--- src/rtl/dmem_ctrl_pkg.sv ---
// Shared types and helpers for the data-memory arbiter slice.
// Holds the FSM state type, width defaults and the sub-word merge helper.
package dmem_ctrl_pkg;

   localparam int unsigned ADDR_W_DEF = 32;
   localparam int unsigned DATA_W_DEF = 32;
   localparam int unsigned STRB_W     = DATA_W_DEF / 8;

   typedef enum logic [2:0] {
      IDLE,
      RD,
      CAP,
      MERGE_WR,
      WR,
      RESP
   } state_t;

   function automatic logic [7:0] merge_byte(input logic [7:0] old_b,
                                             input logic [7:0] new_b,
                                             input logic       en);
      return en ? new_b : old_b;
   endfunction

endpackage

--- src/rtl/dmem_arbiter_if.sv ---
// Requester channel: valid/ready request plus one-cycle response pulse.
interface dmem_arbiter_if
   import dmem_ctrl_pkg::*;
#(
   parameter int unsigned ADDR_W = ADDR_W_DEF,
   parameter int unsigned DATA_W = DATA_W_DEF
);
   logic                  valid;
   logic                  ready;
   logic                  we;
   logic [ADDR_W-1:0]     addr;
   logic [DATA_W-1:0]     wdata;
   logic [DATA_W/8-1:0]   wstrb;
   logic                  rvalid;
   logic [DATA_W-1:0]     rdata;

   modport master (output valid, we, addr, wdata, wstrb,
                   input  ready, rvalid, rdata);
   modport slave  (input  valid, we, addr, wdata, wstrb,
                   output ready, rvalid, rdata);
endinterface

--- src/rtl/dmem_arbiter_rr_arb2.sv ---
// Two-way round-robin arbiter; last_grant holds the index of the last winner.
module rr_arb2 (
   input  logic       clk,
   input  logic       rst,
   input  logic [1:0] req,
   input  logic       advance,
   output logic [1:0] grant,
   output logic       last_grant
);

   always_comb begin
      grant = '0;
      case (req)
         2'b01:   grant = 2'b01;
         2'b10:   grant = 2'b10;
         2'b11:   grant = last_grant ? 2'b01 : 2'b10;
         default: grant = '0;
      endcase
   end

   always_ff @(posedge clk or posedge rst) begin
      if (rst)
         last_grant <= 1'b1;
      else if (advance && (grant != '0))
         last_grant <= grant[1];
   end

endmodule

--- src/rtl/dmem_arbiter.sv ---
// Shares one word-addressed data memory between two requesters; sub-word
// stores are done as read-modify-write.
module dmem_arbiter
   import dmem_ctrl_pkg::*;
#(
   parameter int unsigned ADDR_W = ADDR_W_DEF,
   parameter int unsigned DATA_W = DATA_W_DEF
) (
   input  logic              clk,
   input  logic              rst,
   dmem_arbiter_if.slave     req0,
   dmem_arbiter_if.slave     req1,
   output logic [ADDR_W-1:0] mem_r_addr,
   output logic [ADDR_W-1:0] mem_w_addr,
   output logic              mem_read,
   output logic              mem_write,
   output logic [DATA_W-1:0] mem_data_in,
   input  logic [DATA_W-1:0] mem_data_out
);

   localparam int unsigned NBYTES = DATA_W / 8;

   state_t              state;
   logic [1:0]          grant;
   logic                last_grant;
   logic                accept;
   logic                sel_we;
   logic [ADDR_W-1:0]   sel_addr;
   logic [DATA_W-1:0]   sel_wdata;
   logic [NBYTES-1:0]   sel_wstrb;
   logic                we_q;
   logic [ADDR_W-1:0]   addr_q;
   logic [DATA_W-1:0]   wdata_q;
   logic [NBYTES-1:0]   wstrb_q;
   logic [DATA_W-1:0]   merged;

   rr_arb2 u_arb (
      .clk        (clk),
      .rst        (rst),
      .req        ({req1.valid, req0.valid} & {2{state == IDLE}}),
      .advance    (accept),
      .grant      (grant),
      .last_grant (last_grant)
   );

   assign req0.ready = grant[0];
   assign req1.ready = grant[1];
   assign accept     = (req0.valid & grant[0]) | (req1.valid & grant[1]);

   always_comb begin
      sel_we    = grant[1] ? req1.we    : req0.we;
      sel_addr  = grant[1] ? req1.addr  : req0.addr;
      sel_wdata = grant[1] ? req1.wdata : req0.wdata;
      sel_wstrb = grant[1] ? req1.wstrb : req0.wstrb;
   end

   always_comb begin
      merged = '0;
      for (int unsigned i = 0; i < NBYTES; i++)
         merged[i*8 +: 8] = merge_byte(mem_data_out[i*8 +: 8], wdata_q[i*8 +: 8], wstrb_q[i]);
   end

   // last_grant is updated on accept, so it names the transaction owner
   // for the rest of the transaction.
   always_ff @(posedge clk or posedge rst) begin
      if (rst) begin
         state       <= IDLE;
         we_q        <= 1'b0;
         addr_q      <= '0;
         wdata_q     <= '0;
         wstrb_q     <= '0;
         mem_r_addr  <= '0;
         mem_w_addr  <= '0;
         mem_read    <= 1'b0;
         mem_write   <= 1'b0;
         mem_data_in <= '0;
         req0.rvalid <= 1'b0;
         req1.rvalid <= 1'b0;
         req0.rdata  <= '0;
         req1.rdata  <= '0;
      end else begin
         case (state)
            IDLE: begin
               if (accept) begin
                  we_q    <= sel_we;
                  addr_q  <= sel_addr;
                  wdata_q <= sel_wdata;
                  wstrb_q <= sel_wstrb;
                  if (!sel_we || (sel_wstrb != '0 && sel_wstrb != '1)) begin
                     state      <= RD;
                     mem_read   <= 1'b1;
                     mem_r_addr <= sel_addr;
                  end else if (sel_wstrb == '1) begin
                     state       <= WR;
                     mem_write   <= 1'b1;
                     mem_w_addr  <= sel_addr;
                     mem_data_in <= sel_wdata;
                  end else begin
                     state       <= RESP;
                     req0.rvalid <= ~grant[1];
                     req1.rvalid <= grant[1];
                  end
               end
            end
            RD: begin
               mem_read <= 1'b0;
               state    <= CAP;
            end
            CAP: begin
               if (!we_q) begin
                  state       <= RESP;
                  req0.rvalid <= ~last_grant;
                  req1.rvalid <= last_grant;
                  if (last_grant) req1.rdata <= mem_data_out;
                  else            req0.rdata <= mem_data_out;
               end else begin
                  state       <= MERGE_WR;
                  mem_write   <= 1'b1;
                  mem_w_addr  <= addr_q;
                  mem_data_in <= merged;
               end
            end
            MERGE_WR, WR: begin
               mem_write   <= 1'b0;
               state       <= RESP;
               req0.rvalid <= ~last_grant;
               req1.rvalid <= last_grant;
            end
            RESP: begin
               state       <= IDLE;
               req0.rvalid <= 1'b0;
               req1.rvalid <= 1'b0;
               req0.rdata  <= '0;
               req1.rdata  <= '0;
            end
            default: state <= IDLE;
         endcase
      end
   end

endmodule
--- src/flat_wrapper.sv ---
// flat-port wrapper written by rule: the top's interface ports become plain ports
module dmem_arbiter_flat import dmem_ctrl_pkg::*;
#(
   parameter int unsigned ADDR_W = ADDR_W_DEF,
   parameter int unsigned DATA_W = DATA_W_DEF
)
  (clk, rst, mem_r_addr, mem_w_addr, mem_read, mem_write, mem_data_in, mem_data_out, req0_valid, req0_we, req0_addr, req0_wdata, req0_wstrb, req0_ready, req0_rvalid, req0_rdata, req1_valid, req1_we, req1_addr, req1_wdata, req1_wstrb, req1_ready, req1_rvalid, req1_rdata);
  dmem_arbiter_if #(.ADDR_W(ADDR_W), .DATA_W(DATA_W)) req0_i ();
  dmem_arbiter_if #(.ADDR_W(ADDR_W), .DATA_W(DATA_W)) req1_i ();
  input  logic clk;
  input  logic rst;
  output logic [ADDR_W-1:0] mem_r_addr;
  output logic [ADDR_W-1:0] mem_w_addr;
  output logic mem_read;
  output logic mem_write;
  output logic [DATA_W-1:0] mem_data_in;
  input  logic [DATA_W-1:0] mem_data_out;
  input wire logic [$bits(req0_i.valid)-1:0] req0_valid;
  input wire logic [$bits(req0_i.we)-1:0] req0_we;
  input wire logic [$bits(req0_i.addr)-1:0] req0_addr;
  input wire logic [$bits(req0_i.wdata)-1:0] req0_wdata;
  input wire logic [$bits(req0_i.wstrb)-1:0] req0_wstrb;
  output wire logic [$bits(req0_i.ready)-1:0] req0_ready;
  output wire logic [$bits(req0_i.rvalid)-1:0] req0_rvalid;
  output wire logic [$bits(req0_i.rdata)-1:0] req0_rdata;
  input wire logic [$bits(req1_i.valid)-1:0] req1_valid;
  input wire logic [$bits(req1_i.we)-1:0] req1_we;
  input wire logic [$bits(req1_i.addr)-1:0] req1_addr;
  input wire logic [$bits(req1_i.wdata)-1:0] req1_wdata;
  input wire logic [$bits(req1_i.wstrb)-1:0] req1_wstrb;
  output wire logic [$bits(req1_i.ready)-1:0] req1_ready;
  output wire logic [$bits(req1_i.rvalid)-1:0] req1_rvalid;
  output wire logic [$bits(req1_i.rdata)-1:0] req1_rdata;
  assign req0_i.valid = req0_valid;
  assign req0_i.we = req0_we;
  assign req0_i.addr = req0_addr;
  assign req0_i.wdata = req0_wdata;
  assign req0_i.wstrb = req0_wstrb;
  assign req0_ready = req0_i.ready;
  assign req0_rvalid = req0_i.rvalid;
  assign req0_rdata = req0_i.rdata;
  assign req1_i.valid = req1_valid;
  assign req1_i.we = req1_we;
  assign req1_i.addr = req1_addr;
  assign req1_i.wdata = req1_wdata;
  assign req1_i.wstrb = req1_wstrb;
  assign req1_ready = req1_i.ready;
  assign req1_rvalid = req1_i.rvalid;
  assign req1_rdata = req1_i.rdata;
  dmem_arbiter #(.ADDR_W(ADDR_W), .DATA_W(DATA_W)) u_core (.clk(clk), .rst(rst), .req0(req0_i), .req1(req1_i), .mem_r_addr(mem_r_addr), .mem_w_addr(mem_w_addr), .mem_read(mem_read), .mem_write(mem_write), .mem_data_in(mem_data_in), .mem_data_out(mem_data_out));
endmodule
--- config.mk ---
export PLATFORM = sky130hd
export DESIGN_NAME = dmem_arbiter_flat
export DESIGN_NICKNAME = d
export VERILOG_FILES = /design/src/rtl/dmem_ctrl_pkg.sv /design/src/rtl/dmem_arbiter_if.sv /design/src/rtl/dmem_arbiter_rr_arb2.sv /design/src/rtl/dmem_arbiter.sv /design/src/flat_wrapper.sv
export SDC_FILE = /design/constraint.sdc
export NUM_CORES = 1
export LEC_CHECK = 0
export BUFFER_PORTS_ARGS = -buffer_cell sky130_fd_sc_hd__buf_2
export CORE_UTILIZATION = 30
export CTS_CLUSTER_SIZE = 10
export DETAILED_ROUTE_END_ITERATION = 16
export REMOVE_ABC_BUFFERS = 1
export SLEW_MARGIN = 40
export SYNTH_ARGS = -nofsm -noshare
export SYNTH_HDL_FRONTEND = slang
export SYNTH_SLANG_ARGS = --single-unit
--- constraint.sdc ---
create_clock -name clk -period 9.64 [get_ports clk]
set_input_delay 1.928 -clock clk [delete_from_list [all_inputs] [get_ports clk]]
set_output_delay 1.928 -clock clk [all_outputs]
set_load 0.02 [all_outputs]
# [Word-level counts from Yosys, hierarchy flattened]
# Index checks and enable logic that the tools add are counted.
[op_classes] n_shift=0 n_eq_ne=19 reduce_logical=21 multipliers=0 add_sub_neg=0 div_mod_pow=0 bitwise=6 magnitude_cmp=0 muxes=49
[op_table] op="32-bit 2-to-1 mux" n=14
[op_table] op="32-bit case mux with 2 select lines" n=4
[op_table] op="8-bit 2-to-1 mux" n=4
[op_table] op="1-bit 2-to-1 mux" n=16
[op_table] op="2-bit != test, second input constant" n=8
[op_table] op="5-bit AND reduction" n=3
[op_table] op="3-bit case mux with 4 select lines" n=1
[op_table] op="3-bit AND reduction" n=4
[op_table] op="3-bit 2-to-1 mux" n=3
[op_table] op="1-bit case mux with 4 select lines" n=2
[op_table] op="2-bit nonzero test" n=4
[op_table] op="4-bit nonzero test" n=2
[op_table] op="3-bit by 2-bit equality test with 1-bit output, second input constant" n=2
[op_table] op="3-bit equality test, second input constant" n=2
[op_table] op="2-bit case mux with 3 select lines" n=1
[op_table] op="2-bit equality test, second input constant" n=2
[op_table] op="4-bit equality test, second input constant" n=1
[op_table] op="4-bit 2-to-1 mux" n=1
[op_table] op="4-bit != test, second input constant" n=1
[op_table] op="3-bit by 1-bit equality test with 1-bit output, second input constant" n=1
[op_table] op="3-bit logical NOT" n=1
[op_table] op="1-bit case mux with 3 select lines" n=1
[op_table] op="3-bit nonzero test" n=1
[op_table] op="1-bit AND" n=2
[op_table] op="other kinds (12)" n=14
[word_totals] mem_count=0 inputBits=174 latchBits=0 output_inout_bits=166 ramBits=0 register_bits=237 romBits=0

# [Depth between registers and ports, before layout]
# Gate-level depths: netlist of run 1.
[depth] word_depth=11 mapped_depth=10

# [Cells and area by module]
# Synthesis of run 1 repeated with hierarchy kept, for this count alone.
[unflattened] hier_cells=1040 area_unflattened_um2=10787.8
[modules_own_cells] mod="dmem_arbiter" n_inst=1 area_each_um2=10727.8 cells_each=1033 seq_area_each_um2=5905.7
[modules_own_cells] mod="rr_arb2" n_inst=1 area_each_um2=60.1 cells_each=7 seq_area_each_um2=26.3

# [Worst setup path after synthesis of run 1]
# Ideal clock, no wire load.
[synth_timing] path_type="input -> output" from="input port req1_valid" to="output port req1_ready" t_required_ns=7.712 path_stages=4 slack_ns=5.106 t_arrival_ns=2.606 n_path_buf=1 cell_sequence="a21boi_2 nand2_2 inv_1 buf_2"
[synth_between] elab_chain_len=3
[synth_rtl] item="start: declaration" line="flat_wrapper.sv:26" source="input wire logic [$bits(req1_i.valid)-1:0] req1_valid;"
[synth_rtl] item="2-bit AND *" line="dmem_arbiter.sv:40" source=".req ({req1.valid, req0.valid} & {2{state == IDLE}}),"
[synth_rtl] item="2-bit equality test / 2-bit by 1-bit equality test with 1-bit output (equally long branches)" line="dmem_arbiter_rr_arb2.sv:13" source="case (req)"
[synth_rtl] item="2-bit case mux with 3 select lines *" line="dmem_arbiter_rr_arb2.sv:13"
[synth_rtl] item="end: declaration" line="flat_wrapper.sv:31" source="output wire logic [$bits(req1_i.ready)-1:0] req1_ready;"
# Mark *: on every way between the ends. The rest lies on a longest branch, timed or not.

# [Worst setup path after layout of run 1]
# Ends and elaborated chain as after synthesis.

==> key figures, run 1 <==
Worst setup path
  – Nature of the critical path endpoint: output pin
  – Crit path launch type: primary input
  – Most repeated library cell on the critical path: sky130_fd_sc_hd__buf_2
  – Sequence of cells on the critical path: buf_2 > a21boi_2 > nand2_4 > inv_1 > buf_2
  – Critical path start-end classification: primary input to output pin
  – Critical-path top delay cell: sky130_fd_sc_hd__nand2_4
  – Required time reported for the critical path endpoint: 7710 ps
  – CP peak stage delay: 400 ps
  – Critical-path maximum fanout: 35
  – Critical path arrival: 3450 ps
  – Top Family by Delay on Critical Path: buffers and inverters
  – Number of buffers and inverters on the critical path: 3

STA
  – Fin crit share: 55.7%
  – Slew Limit Fails: 0
  – Fin Setup TNS: 0 ps
  – Highest Clock Rate: 186 MHz
  – Hold WS: 472 ps
  – Final min period: 5370 ps
  – Total setup violations reported at the end of the flow: 0
  – Transition time at the pin with the least slew margin: 810 ps
  – Clock skew: 12.2 ps
  – RSZ-0062 raised after global routing: no
  – Normalized max-slew margin: 46.0%
  – Final Hold Vio Count: 0

Run
  – Maximum Capacitance Violations: 0

Clock tree
  – Hold buffers post-CTS: 0
  – Number of instances resized during post-cts repair: 0
  – Maximum clock insertion buffer count: 3
  – Clock network latency to the later pin of the worst-skew pair: 540 ps
  – Total clock sinks: 237
  – Post-CTS clock slew at the launch and capture registers of the worst setup and hold paths: 50 ps
  – Number of buffers created by CTS: 28
  – TritonCTS clock tree: built
  – Number of buffers inserted by post-CTS setup repair: 0
  – Max H-tree Level: 1
  – Clock tree root buffer cell: sky130_fd_sc_hd__clkbuf_16

Finish
  – Sequential cell area: 0.00593 mm2
  – Fraction of layout instances using a drive strength above 1: 34.2%
  – Diodes inserted: 0
  – Number of fill cells: 3,494
  – Syn-to-layout area delta: 26.8%
  – Total Nets Final: 1,519
  – Non-filler cells, final: 1,807
  – Final design area excluding fillers: 0.0134 mm2
  – Footprint of the multi-input gates: 0.00432 mm2

Synth
  – Library cell occupying the most area in the post-synthesis netlist: sky130_fd_sc_hd__dfrtp_1
  – Yosys warnings: 0
  – Most frequently used flop master after synthesis: sky130_fd_sc_hd__dfrtp_1
  – Part of the Yosys area used for sequential elements: 56.0%
  – Number of cells produced by synthesis: 1,041
  – Number of enable-type register cells in the synthesized netlist: 0
  – Yosys cell types: 46
  – Leading cell types by count after synthesis: sky130_fd_sc_hd__dfrtp_1, sky130_fd_sc_hd__nand2_1, sky130_fd_sc_hd__o21ai_0, sky130_fd_sc_hd__a21oi_1, sky130_fd_sc_hd__nor2_1
  – Average cell area after synthesis: 10.2 um2
  – Area share of the largest cell type after synthesis: 55.8%
  – Most frequent cell after synthesis: sky130_fd_sc_hd__dfrtp_1
  – Largest cells by area after synthesis: sky130_fd_sc_hd__dfrtp_1, sky130_fd_sc_hd__mux2_2, sky130_fd_sc_hd__o21ai_0, sky130_fd_sc_hd__nand2_1, sky130_fd_sc_hd__mux2i_1
  – Flip-flop and latch count after synthesis: 237
  – Syn Std Cell Area: 0.0106 mm2
  – Share of flip-flops with an asynchronous set or reset after synthesis: 100%

Die
  – # rows: 68
  – Die W: 190 um
  – Number of placed I/O pins: 340
  – Die area: 0.0361 mm2
  – Initial Utilization: 30.6%
  – Std-Cell Core Area: 0.0346 mm2
  – Die height: 190 um

Route
  – Met1 routed wirelength after detailed routing: 12,400 um
  – DRT Pass-1 Iters: 4
  – Number of nets with antenna violations after detailed routing: 0
  – Via density per instance: 4.77
  – Total length of routed wires: 29,900 um
  – Met3 wire len: 2340 um
  – Routed wire per std cell: 16.6 um
  – Via count: 8,616
  – Top layer in use: met4
  – Met2 Wirelength: 14,500 um
  – DRC marker count from the first detailed-route iteration: 326
  – DRC violations left: 0

Placed design
  – Total instance count after detailed placement: 1,770
  – HPWL after DPL: 20,000 um
  – IO buf count: 339
  – Routability Congestion: 0.855
  – Post-placement cell area: 0.0126 mm2

Global route
  – Total congestion overflow after global routing: 0
  – Number of global-route vias before repair: 8,435
  – Pin count of the biggest net entering global routing: 107
  – Number of antenna violations at the first check in global routing: 0
  – First-pass GRT wire length: 46,900 um
  – GRT Overall Usage: 16.5%

Pwr
  – Leakage power total: 6.71 nW
  – PwrDens: 366 mW/mm2
  – Worst supply voltage drop on vdd: 0.000180 V
  – Overall power consumption: 0.00491 W

Outcome
  – Result of the run: finished, final reports clean

Hold path
  – Class of the tightest hold or removal check: flip-flop to flip-flop
## state kept, by name, indices dropped and copies added (netlist names), 3 cells and up
register / cells
u_core.req0.rdata: 32
u_core.state: 3
u_core.mem_data_in: 32
u_core.addr_q: 32
u_core.mem_w_addr: 32
u_core.wstrb_q: 4
u_core.req1.rdata: 32
u_core.wdata_q: 32
u_core.mem_r_addr: 32
## layer usage
layer | GRT usage [%] | vias to the layer above
met5 | 0 | -
met4 | 4.56 | 0
met3 | 4.24 | 48
met2 | 28.5 | 281
met1 | 20.1 | 4097
li1 | - | 4190
## layout by cell type (no fill, tap or decap), drive strengths merged, types with 2 or more instances in the layout
master    n
dfrtp   236
a31oi     5
and4      2
clkinv    2
clkbuf   36
buf     349
nand2b    3
mux2i    65
a21oi    99
inv       4
nand2   179
nor4      2
nor2     77
a211oi   32
o21a      2
nor3      2
o21ai   138
nor2b    33
o22ai     2
mux2     66
## logic make-up after synthesis
logic type             synth area share, %
flip-flops                            56.0
multiplexers                          13.2
AO/OA/AOI/OAI                         15.1
AND/OR/NAND/NOR                       12.1
buffers and inverters                 3.53
XOR/XNOR                            0.0827
## power breakdown
group | internal [W] | leakage, nW | switching [W] | total, W
Combinational | 0.000782 | 3.48 | 0.00137 | 0.00216
Sequential | 0.00150 | 2.84 | 0.000316 | 0.00182
Clock | 0.000554 | 0.388 | 0.000386 | 0.000941
## metrics by stage
step	worst slack (ps)	util (%)
after floorplan	1130	-
after global placement	4270	36.4
after detailed placement	4230	36.5
after CTS	4230	38.7
after global routing	4130	38.8
final	4270	38.8
## final timing paths
kind / startpoint / end / slack (ps) / depth (start not counted)
setup / recovery: req1_valid / req1_ready / 4270 / 5
hold / removal: u_core.req1.rdata[25] / u_core.req1.rdata[25] / 470 / 2
setup reg to reg: u_core.state[1] / u_core.req1.rdata[28] / 5840 / 6
hold reg to reg: u_core.req1.rdata[25] / u_core.req1.rdata[25] / 470 / 2
max in group asynchronous: rst / u_core.addr_q[20] / 6960 / 3
min in group asynchronous: rst / u_core.req0.rdata[3] / 1460 / 2
## worst min-delay path, stage by stage (launching register included)
cell and delay, ps:
sky130_fd_sc_hd__dfrtp_1 330, sky130_fd_sc_hd__nand2_1 40, sky130_fd_sc_hd__o21ai_0 60
## final cells by class
cell class                 count  share of cell area (%)
multi-input combinational    724                    32.2
clock inverter                 1                  0.0373
clock buffer                  36                    5.83
inverter                       5                   0.233
timing repair buffer         349                    13.3
sequential                   237                    44.2
tap                          455                    4.24
(Power assumes the default switching activity.)
==> inputs of run 2 (changes only) <==
- ABC_AREA: default -> 1
- clock period: 9.64 -> 5.5 ns (I/O delays scaled with it)
==> key figures, run 2 <==
Pwr
  – Switch Pwr: 0.00409 W (+97%)
  – Register share of total power: 35.1% (-1.9 points)
  – Switching part of the total power: 45.7% (+3.4 points)
  – Leakage power total: 6.95 nW (+3.7%)
  – Combinational power share: 46.4% (+2.5 points)
  – Internal: 0.00486 W (+72%)
  – Overall power consumption: 0.00896 W (+82%)
  – Worst supply voltage drop on vdd: 0.000285 V (+58%)
  – Power share of the clock group: 18.4% (-0.8 points)
  – PwrDens: 657 mW/mm2 (+79%)

Clock tree
  – Maximum clock insertion buffer count: 3 (unchanged)
  – Clock network latency to the later pin of the worst-skew pair: 540 ps (about the same)
  – Number of buffers created by CTS: 28 (unchanged)
  – Max H-tree Level: 1 (unchanged)
  – Clock tree root buffer cell: sky130_fd_sc_hd__clkbuf_16
  – Hold buffers post-CTS: 0 (unchanged)
  – TritonCTS clock tree: built
  – Total clock sinks: 237 (unchanged)
  – Number of buffers inserted by post-CTS setup repair: 0 (unchanged)
  – Post-CTS clock slew at the launch and capture registers of the worst setup and hold paths: 50 ps (about the same)
  – Number of instances resized during post-cts repair: 0 (unchanged)

Synth
  – Yosys cell types: 26 (-43%)
  – Simple-gate portion of the synthesized area: 20.0% (+7.9 points)
  – Xor-xnor portion of the synthesized cell area: 0% (-0.083 points)
  – Adder-cell share of the synthesized area: 0% (unchanged)
  – Area share of the largest cell type after synthesis: 54.4% (-1.4 points)
  – Share of cell area taken by muxes after synthesis: 5.90% (-7.3 points)
  – Synthesized-area fraction occupied by ao, oa, aoi and oai cells: 13.6% (-1.5 points)
  – Share of flip-flops with an asynchronous set or reset after synthesis: 100% (unchanged)
  – Number of enable-type register cells in the synthesized netlist: 0 (unchanged)
  – Most frequent cell after synthesis: sky130_fd_sc_hd__nand2_1
  – Library cell occupying the most area in the post-synthesis netlist: sky130_fd_sc_hd__dfrtp_1
  – Yosys warnings: 0 (unchanged)
  – Part of the Yosys area used for sequential elements: 54.6% (-1.4 points)
  – Combinational family with the most area after synthesis: simple AND/OR/NAND/NOR gates
  – Largest cells by area after synthesis: sky130_fd_sc_hd__dfrtp_1, sky130_fd_sc_hd__nand2_1, sky130_fd_sc_hd__o21ai_0, sky130_fd_sc_hd__mux2i_1, sky130_fd_sc_hd__nand3_1
  – Most frequently used flop master after synthesis: sky130_fd_sc_hd__dfrtp_1
  – Number of cells produced by synthesis: 1,250 (+20%)
  – Flip-flop and latch count after synthesis: 237 (unchanged)
  – Leading cell types by count after synthesis: sky130_fd_sc_hd__nand2_1, sky130_fd_sc_hd__dfrtp_1, sky130_fd_sc_hd__o21ai_0, sky130_fd_sc_hd__nand3_1, sky130_fd_sc_hd__mux2i_1
  – Syn Std Cell Area: 0.0109 mm2 (+2.6%)
  – Average cell area after synthesis: 8.69 um2 (-15%)

Finish
  – Commonest non-fill, non-tap cells in the layout: sky130_fd_sc_hd__nand2_1, sky130_fd_sc_hd__buf_2, sky130_fd_sc_hd__dfrtp_1
  – Final design area excluding fillers: 0.0136 mm2 (+1.6%)
  – Total Nets Final: 1,715 (+13%)
  – Fraction of layout instances using a drive strength above 1: 26.3% (-7.8 points)
  – Syn-to-layout area delta: 25.6%
  – Most common cell after layout, fill and taps aside: sky130_fd_sc_hd__nand2_1

STA
  – Fin crit share: 60.1%
  – Highest Clock Rate: 303 MHz
  – Final min period: 3300 ps
  – Total setup violations reported at the end of the flow: 0 (unchanged)
  – Fin Setup TNS: 0 ps (unchanged)
  – Transition time at the pin with the least slew margin: 770 ps (-40.4 ps)
  – RSZ-0062 raised after global routing: no
  – Slew Limit Fails: 0 (unchanged)
  – Final Hold Vio Count: 0 (unchanged)
  – Clock skew: 9.00 ps (-3.21 ps)
  – Normalized max-slew margin: 48.7% (+2.7 points)

Die
  – # rows: 69 (+1.5%)
  – Die height: 192 um (+1.3%)
  – Initial Utilization: 30.5% (-0.046 points)
  – Number of placed I/O pins: 340 (unchanged)
  – Die W: 192 um (+1.3%)
  – Die area: 0.0370 mm2 (+2.5%)
  – Std-Cell Core Area: 0.0356 mm2 (+2.7%)

Global route
  – Total congestion overflow after global routing: 0 (unchanged)
  – Pin count of the biggest net entering global routing: 128 (+20%)
  – First-pass GRT wire length: 50,200 um (+7.0%)
  – Number of global-route vias before repair: 8,998 (+6.7%)
  – GRT Overall Usage: 17.3% (+0.83 points)
  – Number of antenna violations at the first check in global routing: 2 (+2)

Worst setup path
  – Critical path arrival: 2200 ps (-1250 ps)
  – Critical path start-end classification: primary input to output pin
  – Crit path launch type: primary input
  – Required time reported for the critical path endpoint: 4400 ps (-3310 ps)
  – Nature of the critical path endpoint: output pin
  – Critical-path maximum fanout: 25 (-29%)

Placed design
  – HPWL after DPL: 20,600 um (+2.8%)
  – IO buf count: 339 (unchanged)
  – Routability Congestion: 0.768 (-10%)
  – Post-placement cell area: 0.0128 mm2 (+1.6%)

Route
  – Routed wire per std cell: 15.9 um (-4.2%)
  – DRC violations left: 0 (unchanged)
  – DRT Pass-1 Iters: 5 (+1)
  – DRC marker count from the first detailed-route iteration: 495 (+52%)
  – Via density per instance: 4.75 (-0.46%)
  – Total length of routed wires: 31,900 um (+6.6%)
  – Number of nets with antenna violations after detailed routing: 0 (unchanged)
  – Via count: 9,549 (+11%)

Run
  – Maximum Capacitance Violations: 0 (unchanged)

Outcome
  – Result of the run: finished, final reports clean

Hold path
  – Class of the tightest hold or removal check: flip-flop to flip-flop
run 2: cells by family (layout without fill, tap and decap cells):
family	after synthesis	count (layout)
other cells	0	2
compound gates	276	276
simple gates	536	536
flops	237	237
buf+inv	137	436
mux	64	64
run 2: area by class of cell:
type / instances / area (um2)
Tap cell: 461 / 577
Clock inverter: 1 / 5.00
Clock buffer: 37 / 776
Fill cell: 3666 / 21900
Sequential cell: 237 / 5930
Multi-Input combinational cell: 876 / 4350
Inverter: 49 / 196
Antenna cell: 2 / 5.00
Timing Repair Buffer: 349 / 1800
run 2: per-stage QoR:
step	instances	worst slack [ps]	util, %	hold slack [ps]
floorplan	1162	-2240	-	453
global placement	1972	1730	36.0	450
detailed placement	1972	1890	36.1	455
CTS	2010	2150	38.3	470
global route	2012	2070	38.3	489
finish	2012	2200	38.3	466
run 2: worst max-delay path, cell delays in order:
cell                      delay, ps
sky130_fd_sc_hd__buf_2          130
sky130_fd_sc_hd__nand2_1         80
sky130_fd_sc_hd__nand2_2        120
sky130_fd_sc_hd__nor2_8         480
sky130_fd_sc_hd__buf_2          290
run 2: power by group through the flow:
| stage | combinational, W | sequential (W) | clock (W) |
|---|---|---|---|
| 2_1_floorplan | 0.00206 | 0.00378 | 0 |
| 3_3_place_gp | 0.00413 | 0.00315 | 0 |
| 3_5_place_dp | 0.00422 | 0.00316 | 0 |
| 4_1_cts | 0.00422 | 0.00315 | 0.00171 |
| 5_1_grt | 0.00472 | 0.00326 | 0.00177 |
| 6_report | 0.00416 | 0.00315 | 0.00165 |
run 2: layer usage:
metal / track usage (%) / up-vias / routed length [um]
li1: - / 4695 / -
met1: 22.7 / 4500 / 14200
met2: 29.3 / 308 / 15100
met3: 2.67 / 46 / 1840
met4: 5.09 / 0 / 804
met5: 0 / - / 0
run 2: worst paths after layout:
check | startpoint | end | slack [ps] | cells past startpoint
worst max-delay path | req0_valid | req1_ready | 2200 | 5
worst min-delay path | u_core.mem_w_addr[26] | u_core.mem_w_addr[26] | 470 | 2
worst max register to register | u_core.state[2] | u_core.req0.rdata[6] | 2620 | 8
worst min register to register | u_core.mem_w_addr[26] | u_core.mem_w_addr[26] | 470 | 2
max in group asynchronous | rst | u_core.state[1] | 3690 | 3
min in group asynchronous | rst | u_core.mem_w_addr[13] | 620 | 2
==> inputs of run 3 (changes only) <==
- clock period: 5.5 -> 2.71 ns (I/O delays scaled with it)
==> key figures, run 3 (same netlist as run 2, synthesis figures left out) <==
Outcome
  – Result of the run: finished, final reports clean

Route
  – DRT Pass-1 Iters: 6 (+1)
  – Routed wire per std cell: 15.9 um (+0.21%)
  – Total length of routed wires: 32,400 um (+1.4%)
  – DRC violations left: 0 (unchanged)
  – Via count: 9,582 (+0.35%)
  – Via density per instance: 4.71 (-0.84%)
  – DRC marker count from the first detailed-route iteration: 420 (-15%)
  – Number of nets with antenna violations after detailed routing: 0 (unchanged)

Pwr
  – Worst supply voltage drop on vdd: 0.000642 V (+130%)
  – Leakage power total: 7.06 nW (+1.6%)
  – PwrDens: 1330 mW/mm2 (+100%)

Die
  – # rows: 69 (unchanged)
  – Number of placed I/O pins: 340 (unchanged)
  – Die W: 192 um (unchanged)
  – Die area: 0.0370 mm2 (unchanged)
  – Die height: 192 um (unchanged)
  – Std-Cell Core Area: 0.0356 mm2 (unchanged)
  – Initial Utilization: 30.5% (unchanged)

Worst setup path
  – Number of buffers and inverters on the critical path: 3 (+1)
  – Critical path arrival: 2010 ps (-190 ps)
  – Critical R2R Launch: u_core.state[1]
  – Register-to-register setup slack: 340 ps (-2280 ps)
  – Required time reported for the critical path endpoint: 2170 ps (-2230 ps)
  – CP peak stage delay: 490 ps (about the same)
  – Number of cells on the worst reg-to-reg path: 15 (+7)
  – Critical-path top delay cell: sky130_fd_sc_hd__dfrtp_1
  – Critical-path maximum fanout: 32 (+28%)
  – Sequence of cells on the critical path: inv_2 > nand2_4 > nor2_8 > buf_12 > buf_2
  – Crit path launch type: flip-flop
  – Logic depth of the worst path, buffers included: 5 (unchanged)
  – Top Family by Delay on Critical Path: buffers and inverters
  – Nature of the critical path endpoint: output pin
  – Critical path start-end classification: flip-flop to output pin
  – Endpoint of the lowest-slack register-to-register path: u_core.mem_write

Global route
  – Pin count of the biggest net entering global routing: 96 (-25%)
  – First-pass GRT wire length: 50,200 um (about the same)
  – Number of global-route vias before repair: 9,239 (+2.7%)
  – GRT Overall Usage: 17.3% (about the same)
  – Total congestion overflow after global routing: 0 (unchanged)
  – Number of antenna violations at the first check in global routing: 5 (+3)

Clock tree
  – Hold buffers post-CTS: 0 (unchanged)
  – Number of buffers inserted by post-CTS setup repair: 0 (unchanged)
  – Number of buffers created by CTS: 28 (unchanged)
  – Post-CTS clock slew at the launch and capture registers of the worst setup and hold paths: 60 ps (about the same)
  – Maximum clock insertion buffer count: 3 (unchanged)
  – Clock network latency to the later pin of the worst-skew pair: 540 ps (about the same)
  – Clock tree root buffer cell: sky130_fd_sc_hd__clkbuf_16
  – Max H-tree Level: 1 (unchanged)
  – Total clock sinks: 237 (unchanged)
  – Number of instances resized during post-cts repair: 0 (unchanged)
  – TritonCTS clock tree: built

Finish
  – Final design area excluding fillers: 0.0139 mm2 (+1.7%)
  – Commonest non-fill, non-tap cells in the layout: sky130_fd_sc_hd__nand2_1, sky130_fd_sc_hd__buf_2, sky130_fd_sc_hd__dfrtp_1
  – Final core utilization: 39.0% (+0.65 points)
  – Total Nets Final: 1,729 (+0.82%)
  – Most common cell after layout, fill and taps aside: sky130_fd_sc_hd__nand2_1
  – Fraction of layout instances using a drive strength above 1: 26.9% (+0.52 points)
  – Number of fill cells: 3,643 (-0.63%)
  – Syn-to-layout area delta: 27.7%

STA
  – Clock skew: 8.74 ps (-0.260 ps)
  – Slew Limit Fails: 0 (unchanged)
  – Highest Clock Rate: 392 MHz
  – Total setup violations reported at the end of the flow: 0 (unchanged)
  – Transition time at the pin with the least slew margin: 770 ps (-0.183 ps)
  – Normalized max-slew margin: 48.7% (about the same)
  – Final min period: 2550 ps
  – RSZ-0062 raised after global routing: no
  – Final Hold Vio Count: 0 (unchanged)
  – Fin crit share: 94.2%

Placed design
  – HPWL after DPL: 21,900 um (+6.5%)
  – Routability Congestion: 0.840 (+9.3%)
  – Post-placement cell area: 0.0130 mm2 (+1.6%)
  – IO buf count: 339 (unchanged)

Hold path
  – Class of the tightest hold or removal check: primary input to asynchronous set/reset pin

Run
  – Maximum Capacitance Violations: 0 (unchanged)
==> run 3: cell count changes in the layout (fill, tap and decap cells not counted), moves of 2 or more <==
cell	before	now
sky130_fd_sc_hd__clkbuf_1	6	14
sky130_fd_sc_hd__nand2_2	7	9
sky130_fd_sc_hd__buf_6	3	0
sky130_fd_sc_hd__buf_12	1	11
sky130_fd_sc_hd__diode_2	2	4
sky130_fd_sc_hd__buf_4	6	13
==> run 3: per-stage QoR <==
step,setup WS [ps],total power [W],setup TNS [ps],instances,hold slack [ps]
after floorplan,-4470,0.0119,-1802760,1162,453
after global placement,314,0.0151,0,1986,449
after detailed placement,283,0.0153,0,1986,459
after CTS,121,0.0188,0,2032,86.5
after global routing,41.8,0.0201,0,2035,103
final,157,0.0185,0,2036,66.1
==> run 3: how the worst max path moves through the flow <==
stage	startpoint	endpoint	slack, ps
final	u_core.state[2]	req1_ready	160
after global routing	u_core.state[1]	req1_ready	40
after CTS	u_core.state[2]	req1_ready	120
after detailed placement	req0_valid	u_core.mem_write	280
after global placement	req0_valid	u_core.mem_write	310
after floorplan	req1_valid	u_core.mem_write	-4470
==> run 3: power by group <==
part / internal, W / switching, W
Combinational: 0.00280 / 0.00587
Clock: 0.00200 / 0.00143
Sequential: 0.00531 / 0.00109
Total: 0.0101 / 0.00839
==> run 3: layout make-up <==
type / instances / area [um2] / area share [%]
Timing Repair Buffer: 363 / 2010 / 14.5
Inverter: 49 / 191 / 1.38
Tap cell: 461 / 577 / 4.16
Clock inverter: 1 / 5.00 / 0.0361
Multi-Input combinational cell: 876 / 4330 / 31.2
Sequential cell: 237 / 5930 / 42.8
Clock buffer: 45 / 806 / 5.81
Antenna cell: 4 / 10.0 / 0.0722
==> run 3: metal layers <==
layer	global-route usage (%)	share of wire (%)	vias up
li1	-	-	4745
met1	21.3	43	4473
met2	30.3	48	316
met3	3.66	7.1	46
met4	4.75	2.0	2
met5	0	0.040	-
==> run 3: worst reg2reg max path, delay by kind of cell, from the launching register on <==
kind                   cells  cell delay, ps
flip-flops                 1             430
AND/OR/NAND/NOR           13            1320
buffers and inverters      2             510
